### config.mk
export PLATFORM = sky130hd
export DESIGN_NAME = strobe_src
export DESIGN_NICKNAME = d
export VERILOG_FILES = /design/src/rtl/strobe_src.sv
export SDC_FILE = /design/constraint.sdc
export NUM_CORES = 1
export LEC_CHECK = 0
export ABC_CLOCK_PERIOD_IN_PS = 2600
export CORE_AREA = 2 2 102 104
export DETAILED_ROUTE_END_ITERATION = 16
export DIE_AREA = 0 0 104 106
export GPL_TIMING_DRIVEN = 0
export PLACE_DENSITY_LB_ADDON = 0.15
export SYNTH_ARGS = -nofsm -noshare
export SYNTH_HDL_FRONTEND = slang
export SYNTH_SLANG_ARGS = --single-unit
### constraint.sdc
create_clock -name clk -period 2.6 [get_ports clk]
set_input_delay 0.26 -clock clk [delete_from_list [all_inputs] [get_ports clk]]
set_output_delay 0.26 -clock clk [all_outputs]
set_load 0.05 [all_outputs]
### src/rtl/strobe_src.sv
// Strobe producer: divides clk into periodic one-cycle ticks and drives them onto
// LANES consumer lanes, broadcast or round-robin, for a configured number of periods.

module strobe_lane (
    input  logic clk,
    input  logic rst_n,
    input  logic fire,
    input  logic en,
    output logic tick
);
    always_ff @(posedge clk) begin
        if (!rst_n) tick <= 1'b0;
        else        tick <= fire & en;
    end
endmodule

module strobe_src #(
    parameter int LANES = 2,
    parameter int DIV_W = 8,
    parameter int CNT_W = 16
) (
    input  logic             clk,
    input  logic             rst_n,
    input  logic             cfg_valid,
    output logic             cfg_ready,
    input  logic [DIV_W-1:0] cfg_div,
    input  logic [LANES-1:0] cfg_mask,
    input  logic             cfg_rr,
    input  logic [CNT_W-1:0] cfg_count,
    input  logic             stop,
    output logic [LANES-1:0] tick,
    output logic             busy,
    output logic             done
);
    localparam int PW  = (LANES > 1) ? $clog2(LANES) : 1;
    localparam int PW1 = PW + 1;

    typedef enum logic [1:0] {IDLE, ARM, RUN} state_t;

    typedef struct packed {
        logic [DIV_W-1:0] div;
        logic [LANES-1:0] mask;
        logic             rr;
        logic [CNT_W-1:0] count;
    } cfg_t;

    state_t           state;
    cfg_t             cfg;
    logic [DIV_W-1:0] cnt;
    logic [CNT_W-1:0] left;
    logic [PW-1:0]    ptr;
    logic             period_end;

    logic [LANES-1:0] rr_sel;
    logic [PW-1:0]    nxt_ptr;
    logic             hit;
    logic [PW1-1:0]   idx;
    logic [PW1-1:0]   nidx;

    assign period_end = (state == RUN) && (cnt == cfg.div);
    assign cfg_ready  = (state == IDLE);
    assign busy       = (state != IDLE);

    // First enabled lane at or after ptr, wrapping; ptr then moves just past it.
    always_comb begin
        rr_sel  = '0;
        nxt_ptr = ptr;
        hit     = 1'b0;
        idx     = '0;
        nidx    = '0;
        for (int k = 0; k < LANES; k++) begin
            idx = {1'b0, ptr} + PW1'(k);
            if (idx >= PW1'(LANES)) idx = idx - PW1'(LANES);
            if (!hit && cfg.mask[idx[PW-1:0]]) begin
                hit                 = 1'b1;
                rr_sel[idx[PW-1:0]] = 1'b1;
                nidx                = idx + PW1'(1);
                nxt_ptr             = (nidx == PW1'(LANES)) ? '0 : nidx[PW-1:0];
            end
        end
    end

    for (genvar i = 0; i < LANES; i++) begin : g_lane
        strobe_lane u_lane (
            .clk  (clk),
            .rst_n(rst_n),
            .fire (period_end),
            .en   (cfg.rr ? rr_sel[i] : cfg.mask[i]),
            .tick (tick[i])
        );
    end

    always_ff @(posedge clk) begin
        if (!rst_n) begin
            state <= IDLE;
            cfg   <= '0;
            cnt   <= '0;
            left  <= '0;
            ptr   <= '0;
            done  <= 1'b0;
        end else begin
            done <= 1'b0;
            case (state)
                IDLE: if (cfg_valid) begin
                    cfg.div   <= cfg_div;
                    cfg.mask  <= cfg_mask;
                    cfg.rr    <= cfg_rr;
                    cfg.count <= cfg_count;
                    state     <= ARM;
                end
                ARM: begin
                    cnt  <= '0;
                    left <= cfg.count;
                    if (stop) begin
                        state <= IDLE;
                        done  <= 1'b1;
                    end else begin
                        state <= RUN;
                    end
                end
                RUN: if (cnt == cfg.div) begin
                    cnt <= '0;
                    if (cfg.rr && hit) ptr <= nxt_ptr;
                    if (left != '0) left <= left - CNT_W'(1);
                    // Final tick goes out with done; the run is over in that same cycle.
                    if (stop || (cfg.count != '0 && left == CNT_W'(1))) begin
                        state <= IDLE;
                        done  <= 1'b1;
                    end
                end else begin
                    cnt <= cnt + DIV_W'(1);
                end
                default: state <= IDLE;
            endcase
        end
    end
endmodule

# Yosys cells after proc, flatten, opt, wreduce, memory -nomap -nowiden
# Index checks and enable logic that the tools add are counted.
# word_totals
input_bits	31
regBits	57
elab_cells	89
output_inout_bits	5
# op_classes
add_sub_neg	7
n_mux	34
n_lt_le_gt_ge	6
bitwise	3
n_eq_ne	10
n_reduce_logical	18
# op_table
operator	count
2-to-1 mux 16 bit	2
one-hot mux 16 bit (2 select lines)	1
nonzero test 16 bit	2
2-to-1 mux 1 bit	17
equality test 16 x 1 -> 1 bit, second input constant	1
2-to-1 mux 2 bit	8
one-hot mux 8 bit (2 select lines)	1
subtractor 16 x 1 -> 16 bit, second input constant	1
adder 8 x 1 -> 8 bit, second input constant	1
equality test 8 bit	1
2-to-1 mux 8 bit	1
equality test 2 bit, second input constant	3
logical AND 1 bit	6
!= test 2 x 1 -> 1 bit, second input constant	3
one-hot mux 2 bit (3 select lines)	1
AND reduction 3 bit	2
nonzero test 2 bit	3
adder 2 x 1 -> 2 bit, second input constant	2
less-than comparator 1 x 2 -> 1 bit, second input constant	2
AND reduction 4 bit	1
adder 1 x 1 -> 2 bit, second input constant	1
AND 1 bit	2
demux 1 bit (select 1 bit)	2
equality test 2 x 1 -> 1 bit, second input constant	1
12 further kinds	13

# Logic depth before layout (Yosys ltp)
# depth
depth_word	11
ltp_mapped	9

# Modules after synthesis
# A second synthesis with hierarchy kept.
# hier_totals
hier_cells	343
hier_area_um2	2800.2
# modules_own_cells
mod	area_each_um2	seq_area_each_um2	cells_each	instances
strobe_src	2747.6	1101.1	339	1
strobe_lane	26.3	20.0	2	2

# Worst setup path before layout
# Ideal clock, no wire load.
# synth_timing
kind	reg-to-reg
start	register state[0]
end	register cfg[10] in the netlist's numbering
path_stages_with_launch	8
arrival_ps	2210
required_ps	2530
setup_slack_ps	320
synth_period_minus_slack_ps	2280
cell_sequence	dfxtp_1 inv_1 ha_1 inv_1 nor2_1 clkbuf_1 nand2_1 a21oi_1
# synth_between
elab_chain_len	2
# synth_lines
element	line_no	rtl
from (decl)	47	state_t state;
from (signal assigned)	95	state <= IDLE;
from (signal assigned)	109	state <= ARM;
from (signal assigned)	115	state <= IDLE;
zero test 2 bit	n/a	
net cfg_ready	25	output logic cfg_ready,
AND reduction 2 bit (no line)	n/a	
to (decl)	48	cfg_t cfg;
# The timed path passes the listed nets, and every way through them passes these cells.
# A chain may end at the register's enable or synchronous reset.

# Final worst setup path
# layout_timing
start	register state[0]
end	register left[6]
# layout_between
elab_chain_len	3
word_cells_on_any_way	7
classes_between	eq/ne (4); mux (1); reduce/logical (2)
# layout_lines
element	line_no	rtl
equality test 2 bit or equality test 2 x 1 -> 1 bit (tied branches)	103	case (state)
!= test 2 x 1 -> 1 bit (no line) or nonzero test 2 bit (tied branches)	n/a	
AND reduction 3 bit (no line)	n/a	
to (signal assigned)	113	left <= cfg.count;
to (signal assigned)	124	if (left != '0) left <= left - CNT_W'(1);
to (decl)	50	logic [CNT_W-1:0] left;
# Several ways; a longest one is shown, not always the timed one.

==> flow_summary.json <==
{
  "critPathLaunchType": "flop",
  "critPathMaxStageDelay_ps": 460,
  "path_class": "flop to flop",
  "endpoint_kind": "flop",
  "switching_share": 0.368,
  "drv_slew": 0,
  "r2r-end": "left[6]",
  "dieArea_sq_um": 11000,
  "synth_ff_type": "dfxtp_1",
  "p_leak_nw": 1.37,
  "grt_overflow": 0,
  "antenna_found_initial": 0,
  "placed_cell_area_sq_um": 3420,
  "grt_pass1_wl_mm": 13.4,
  "hold_depth": 3,
  "drt_wl_total_mm": 8.21,
  "maxCapViolCount": 0,
  "whs_ps": 458,
  "clk_pin_slew_worst_paths_ps": 70,
  "num_vias": 2689,
  "critPathMaxFanout": 10,
  "hp-class": "primary input to flop",
  "final.setup.tns_ps": 0,
  "grt_pass1_vias": 2598,
  "insertion_delay_ps": 340,
  "placedCellCount": 528,
  "cp.arrival_ps": 2650,
  "final-setup-viol-count": 0,
  "die_h_um": 106,
  "postCtsSetupBuffers": 0,
  "crit_chain": "inv_1 -> ha_1 -> clkbuf_1 -> inv_1 -> buf_6 -> nand2_1 -> clkbuf_2 -> a21oi_1 -> o21a_1",
  "ant_nets": 0,
  "root_buffer": "clkbuf_8",
  "fmax_mhz": 415,
  "synth_nets": 394,
  "r2r_start": "state[0]",
  "cts_max_path_buffers": 2,
  "core-area_sq_um": 10000,
  "routed_via_density": 4.94,
  "ctsHoldBuffers": 0,
  "htreeDepth": 3,
  "reg2reg_slack_ps": 190,
  "yosysSeqAreaShare": 0.394,
  "synth_edf_count": 0,
  "status": "finished, final reports clean",
  "placement_rows": 37,
  "cts_resized": 1,
  "crit_path_frequent_cell": "inv_1",
  "layout-drive-gt1-share": 0.0907,
  "clock-sinks": 57,
  "seqPwrFrac": 0.358,
  "combPwrFrac": 0.334,
  "nFillCells": 1098,
  "period_needed_ps": 2410,
  "rsz0062_at_grt": "false",
  "drt-initial-drc-count": 127,
  "finalHoldViolCount": 0,
  "area_growth_pct": 25.2,
  "layout.cells.non_filler": 544,
  "vdd_drop_max_mv": 0.283,
  "cts-buffers-inserted": 9,
  "critPathBufInv": 5,
  "dp_hpwl_mm": 5.94,
  "finClkSkew_ps": 7.93,
  "reg2regPathDepth": 9,
  "yosys_warnings": 0,
  "synthArstFlopShare": 0,
  "ios": 36,
  "power_density_nw_per_um2": 793,
  "cp.required_ps": 2840,
  "p_sw_mw": 1.06,
  "stdcell_area_sq_um": 3630,
  "hp-start": "cfg_mask[1]",
  "tritoncts": "yes",
  "slew_headroom": 0.146,
  "gp_congestion": 0.831,
  "cp_top_family": "buffers and inverters",
  "die_w_um": 104,
  "syn-cell-area_sq_um": 2900,
  "firstDrtPassIters": 4,
  "synth_cells": 357,
  "critPathSlowestCell": "clkbuf_1",
  "fin_nets": 440,
  "grt_max_degree": 11,
  "synth_cell_types": 59,
  "min_to": "cfg[18]",
  "initial_utilization": 0.290,
  "fin_crit_sh": 0.927,
  "diodes": 0,
  "synth.avg_cell_area_sq_um": 8.12,
  "wl_per_cell_um": 15.1,
  "synth-seq-cells": 57,
  "clkPwrFrac": 0.308,
  "port_buffers": 35,
  "drc_errors": 0,
  "p_int_mw": 1.82,
  "track_usage": 0.154,
  "worst_pin_slew_ps": 1270
}
kinds of logic after synthesis:
family | share of synthesized area
simple gates | 0.286
xor+xnor | 0.0483
fa+ha+maj | 0.0259
flops | 0.394
mux | 0.0173
compound gates | 0.173
buf+inv | 0.0561
area by class of cell:
cell class,instances,area (sq um),area share
well taps,136,170,0.0469
multi-input cells,268,1600,0.440
clock buffers,14,173,0.0476
clock inverters,2,35.0,0.00966
inverters,11,41.3,0.0114
flip-flops and latches,57,1140,0.314
plain buffers,21,123,0.0338
repair buffers,35,350,0.0966
power by group through the flow:
stage	clock network (mW)	logic (mW)	registers, mW
floorplan	0	0.679	1.03
global placement	0	0.964	1.05
detailed placement	0	0.960	1.05
CTS	0.899	0.964	1.03
global route	0.945	1.06	1.04
finish	0.885	0.961	1.03
synth_stat cells, drive strengths merged, types with 2 or more instances:
cell type  count  area, sq um
xor2          14          123
o21ai          7         35.0
nor4           9         83.8
mux2i          5         50.1
inv           10         37.5
o21a           4         30.0
dfxtp         57         1140
xnor2          2         17.5
nor2b          5         31.3
nand4         15          100
a31o           2         17.5
nor3           8         40.0
ha             6         75.1
o2111ai        4         41.3
nor3b          4         41.3
buf            8         51.3
nor2          16         60.1
a31oi          7         43.8
nand4b         2         17.5
clkbuf        13         70.1
nand2         82          308
and3           5         32.5
o211ai         3         22.5
o311ai         2         17.5
nand3         12         65.1
a21oi         38          201
worst register-to-register path: cells and delay by family, from the launching register on:
family | cells | cell delay, ps
adders and majority gates | 1 | 170
buffers and inverters | 5 | 1210
AOI/OAI and AO/OA | 2 | 320
DFF | 1 | 330
and+or+nand+nor | 1 | 290
state kept, by name (all words and copies together) (netlist names):
register,cells
cfg,27
left,16
cnt,8
g_lane.u_lane.tick,2
state,2
done,1
ptr,1
routing by layer:
metal	wire length (um)	vias to the layer above	global-route usage
met4	123	0	0.0541
met1	3940	1267	0.190
li1	-	1363	-
met3	245	13	0.0337
met5	0	-	0
met2	3890	46	0.266
metrics by stage:
stage | utilization | total power [mW] | worst slack [ps]
2_1_floorplan | - | 1.71 | 320
3_3_place_gp | 0.342 | 2.01 | -26.9
3_5_place_dp | 0.342 | 2.01 | 14.0
4_1_cts | 0.363 | 2.89 | 200
5_1_grt | 0.363 | 3.05 | 29.6
6_report | 0.363 | 2.88 | 189
placed cells by master, fill, tap and decap left out, drive strengths merged, types with 2 or more instances in the layout:
cell type / count
a21oi: 38
inv: 10
o21a: 4
o311ai: 2
xnor2: 2
nor2: 16
nand4b: 2
buf: 8
nor4: 9
a31oi: 7
clkdlybuf4s50: 35
xor2: 14
o21ai: 7
nand3: 12
nand4: 15
o2111ai: 4
nor3b: 4
clkinv: 2
mux2i: 5
nor2b: 5
a31o: 2
ha: 6
and3: 5
nand2: 82
dfxtp: 57
o211ai: 3
clkbuf: 27
nor3: 8
worst max-delay path by stage:
| stage | end | from | slack (ps) | cells past startpoint |
|---|---|---|---|---|
| floorplan | cfg[10] | state[0] | 320 | 7 |
| finish | left[6] | state[0] | 190 | 9 |
| global placement | left[6] | state[0] | -30 | 9 |
| CTS | left[10] | left[0] | 200 | 8 |
| detailed placement | left[6] | state[0] | 10 | 9 |
| global route | left[14] | left[0] | 30 | 8 |
(Power assumes the default switching activity.)
==> variant 1: new RTL, same flow settings <==
Encoding of `state_t`: now one-hot (3 bits for 3 states).
--- a/src/rtl/strobe_src.sv
+++ b/src/rtl/strobe_src.sv
@@ -36,5 +36,5 @@
     localparam int PW1 = PW + 1;
 
-    typedef enum logic [1:0] {IDLE, ARM, RUN} state_t;
+    typedef enum logic [2:0] {IDLE = 3'b001, ARM = 3'b010, RUN = 3'b100} state_t;
 
     typedef struct packed {
Function: same outputs for any inputs over 10 cycles, from zero or initial values and one cycle with rst_n low; not proved beyond that.
==> variant 1 against the unedited design <==
Worst setup slack improved by 0.026 ns. Die area unchanged. Area after synthesis increased by 0.43%. Cell area is 0.31% higher. Count of clock-buffer cells in the layout is 4 lower. Sequential cell count rose by 1. Routed wire length is 1.3% higher.
Power is not compared: it rests on default switching activity, and its combinational part moved more than twofold at a synthesized area within 25%.
==> variant 1: results (changes against the unedited design) <==
[timing]
worstMarginPinSlew_ns = 0.997  ; was 1.27 ns
fin_skew_ns = 0.00905  ; was 0.00793 ns
whs_ns = 0.385  ; was 0.458 ns

[min_path]
hp-start = rst_n  ; was cfg_mask[1]
hold_end = left[2]  ; was cfg[18]

[grt]
grt_first_pass_wirelength_um = 13500  ; was 13400 um
grt_pass1_vias = 2601  ; was 2598
grt_use_total_pct = 15.4  ; about the same
grt_max_degree = 12  ; was 11
antenna_found_initial = 0  ; unchanged

[placed_design]
place_ws_ns = 0.412  ; was 0.0140 ns
place_inst = 534  ; was 528
port_buffers = 34  ; was 35
dp_hpwl_um = 5930  ; was 5940 um
placed_area_um2 = 3420  ; about the same
place.gp.congestion = 0.878  ; was 0.831

[synthesis]
synthXorXnorAreaFrac_pct = 2.41  ; was 4.83%
ys_types = 50  ; was 59
synth_nets = 398  ; was 394
ys_seq_area_share_pct = 39.9  ; was 39.4%
synth_compound_area_share_pct = 23.1  ; was 17.3%
yosys-mux-area-fraction_pct = 0.344  ; was 1.73%
ys_top_cells_by_count = 79 x nand2_1, 58 x dfxtp_1, 51 x a21oi_1, 19 x nor2_1, 14 x o31ai_1  ; was 82 x nand2_1, 57 x dfxtp_1, 37 x a21oi_1, 16 x nor2_1
synthArstFlopShare_pct = 0  ; unchanged
ys_top_cells_by_area = dfxtp_1 40%, nand2_1 10%, a21oi_1 8.8%  ; was dfxtp_1 39%, nand2_1 11%, a21oi_1 6.4%
synth_fa_ha_area_share_pct = 1.29  ; was 2.59%
syn_inst = 364  ; was 357

[finish]
largestRegisters = cfg (27), left (16), cnt (8)  ; unchanged
drive_gt1_share_pct = 9.90  ; was 9.07%
final_nets = 443  ; was 440

[detailed_routing]
initialDrtViolationCount = 190  ; was 127
drt_pass1_iterations = 5  ; was 4
vias = 2767  ; was 2689
via_per_inst = 5.03  ; was 4.94
route.detailed.wl_per_inst_um = 15.1  ; about the same

[power]
peakVddDrop_v = 0.000214
p_seq_share_pct = 44.4
power_frac_comb_pct = 12.0
p_sw_mw = 0.578

[outcome]
status = finished clean  ; unchanged

[critical_path]
r2r_start = left[0]  ; was state[0]
critical_path.max_fanout = 4  ; was 10
timing.rr.end = left[10]  ; was left[6]
r2r_cells = 8  ; was 9
arrival_ns = 2.13  ; was 2.65 ns
rrSetupSlack_ns = 0.37  ; was 0.19 ns

[cts]
h-tree-depth = 3  ; unchanged
ctsResizeCount = 0  ; was 1
cts_setup_buffers = 0  ; unchanged
cts_root_buf = clkbuf_8  ; unchanged

## variant 1: layout make-up
class | count | area (um2) | share of cell area [%]
inverter | 7 | 26.3 | 0.722
buffer | 26 | 139 | 3.82
tap | 136 | 170 | 4.68
sequential | 58 | 1160 | 31.9
clock buffer | 10 | 128 | 3.51
timing repair buffer | 34 | 340 | 9.35
multi-input combinational | 273 | 1590 | 43.6
clock inverter | 6 | 90.1 | 2.48
## variant 1: per-stage QoR
| stage | utilization [%] | total power [mW] |
|---|---|---|
| floorplan | - | 1.13 |
| global placement | 34.2 | 1.24 |
| detailed placement | 34.2 | 1.24 |
| CTS | 36.4 | 2.18 |
| global route | 36.4 | 2.24 |
| finish | 36.4 | 2.16 |
## variant 1: logic make-up after synthesis
| logic type | after synthesis |
|---|---|
| muxes | 1 |
| xor gates and xnor gates | 8 |
| adders and majority gates | 3 |
| and+or+nand+nor | 155 |
| AOI/OAI and AO/OA | 106 |
| buffers and inverters | 33 |
| DFF | 58 |
## variant 1: metal layers
layer  track usage [%]  wire (um)
met2              23.4       3650
met1              21.7       4210
met4              5.98        119
met5                 0          0
met3              2.94        341
## variant 1: worst max-delay path: stages, from the launching register on
cell and delay [ns]:
dfxtp_1 0.42, or3b_1 0.43, inv_1 0.12, clkdlybuf4s50_1 0.81
## variant 1: worst max-delay path by stage
stage,slack (ns),cells after the start,startpoint,end
6_report,0.21,3,state[0],cfg_ready
5_1_grt,0.14,3,state[0],cfg_ready
4_1_cts,0.21,3,state[0],cfg_ready
3_5_place_dp,0.41,8,left[0],left[1]
3_3_place_gp,0.36,8,left[0],left[4]
2_1_floorplan,0.38,6,state[0],cfg[10]
==> variant 2: new RTL, same flow settings <==
Made on the original files. The parameter `CNT_W` goes from 16 to 12.
--- a/src/rtl/strobe_src.sv
+++ b/src/rtl/strobe_src.sv
@@ -18,5 +18,5 @@
     parameter int LANES = 2,
     parameter int DIV_W = 8,
-    parameter int CNT_W = 16
+    parameter int CNT_W = 12
 ) (
     input  logic             clk,
Interface: changed (resized cfg_count); port bits go from 36 to 32. No check against the original RTL was run, so the function may have changed too.
==> variant 2 against the unedited design <==
Maximum frequency fell by 0.89%. Sequential cell count fell by 8. Cell area fell by 16%. Total power fell by 22%. Worst setup slack got worse by 0.022 ns. Hold slack improved by 0.023 ns. Routed wire length fell by 18%. Area after synthesis fell by 15%. Critical endpoint is now left[11]. Largest power group unchanged.
==> variant 2: results (changes against the unedited design) <==
[grt]
grt_max_degree = 16  ; was 11
grt_use_total_pct = 12.7  ; was 15.4%
grt_first_pass_wirelength_um = 11200  ; was 13400 um
grt_use_met1_pct = 16.9  ; was 19.0%

[detailed_routing]
initialDrtViolationCount = 83  ; was 127
routed-wl-met2_um = 3030  ; was 3890 um
wl_met3_um = 291  ; was 245 um
drt_wl_total_um = 6760  ; was 8210 um

[synthesis]
synthXorXnorAreaFrac_pct = 5.67  ; was 4.83%
synth_nets = 331  ; was 394
synth_fa_ha_area_share_pct = 3.54  ; was 2.59%

[critical_path]
r2r_cells = 6  ; was 9
slowest_stage = or4_4  ; was clkbuf_1

[finish]
nFillCells = 1129  ; was 1098
nonClockInverterCount = 10  ; was 11
seq_area_share_pct = 32.1  ; was 31.4%
largestRegisters = cfg (23), left (12), cnt (8)  ; was cfg (27), left (16), cnt (8)
clk_share_pct = 2.83  ; was 5.72%
buffer_area_share_pct = 12.7  ; was 13.0%
drive_gt1_share_pct = 5.65  ; was 9.07%
final_nets = 369  ; was 440

[outcome]
status = finished clean  ; unchanged

[cts]
clk_pin_slew_worst_paths_ns = 0.09  ; was 0.07 ns
clkLatencyLatePin_ns = 0.31  ; was 0.34 ns
ctsResizeCount = 0  ; was 1

[placed_design]
place.gp.congestion = 0.791  ; was 0.831
dp_hpwl_um = 5060  ; was 5940 um

[power]
peakVddDrop_v = 0.000285  ; was 0.000283 V

[timing]
fin_skew_ns = 0.00890  ; was 0.00793 ns
slew_headroom_pct = 34.8  ; was 14.6%

==> variant 2: cell types whose count changed after synthesis, moves of 4 or more <==
cell / change
o22ai_1: +4
a21boi_0: +23
nor4_1: +4
dfxtp_1: -8
clkbuf_1: +4
a21oi_1: -32
nand4_1: -12
nand2_1: -15
a31oi_1: -5
==> variant 2: report_power, final <==
group          leakage, nW  switching (mW)  internal [mW]
combinational        0.718           0.533          0.325
clock               0.0456           0.273          0.193
sequential           0.399          0.0882          0.833
==> variant 2: through the flow <==
stage	utilization (%)	std cells	setup slack (ns)
after global routing	30.5	472	0.0432
after global placement	29.5	464	0.123
final	30.5	472	0.167
after CTS	30.4	472	0.0909
after detailed placement	29.5	464	0.113
after floorplan	-	297	0.346
==> variant 2: worst paths after layout <==
check,startpoint,endpoint,slack (ns)
setup / recovery,left[7],left[11],0.17
hold / removal,cfg[7],cfg[7],0.48
setup reg to reg,left[7],left[11],0.17
hold reg to reg,cfg[7],cfg[7],0.48
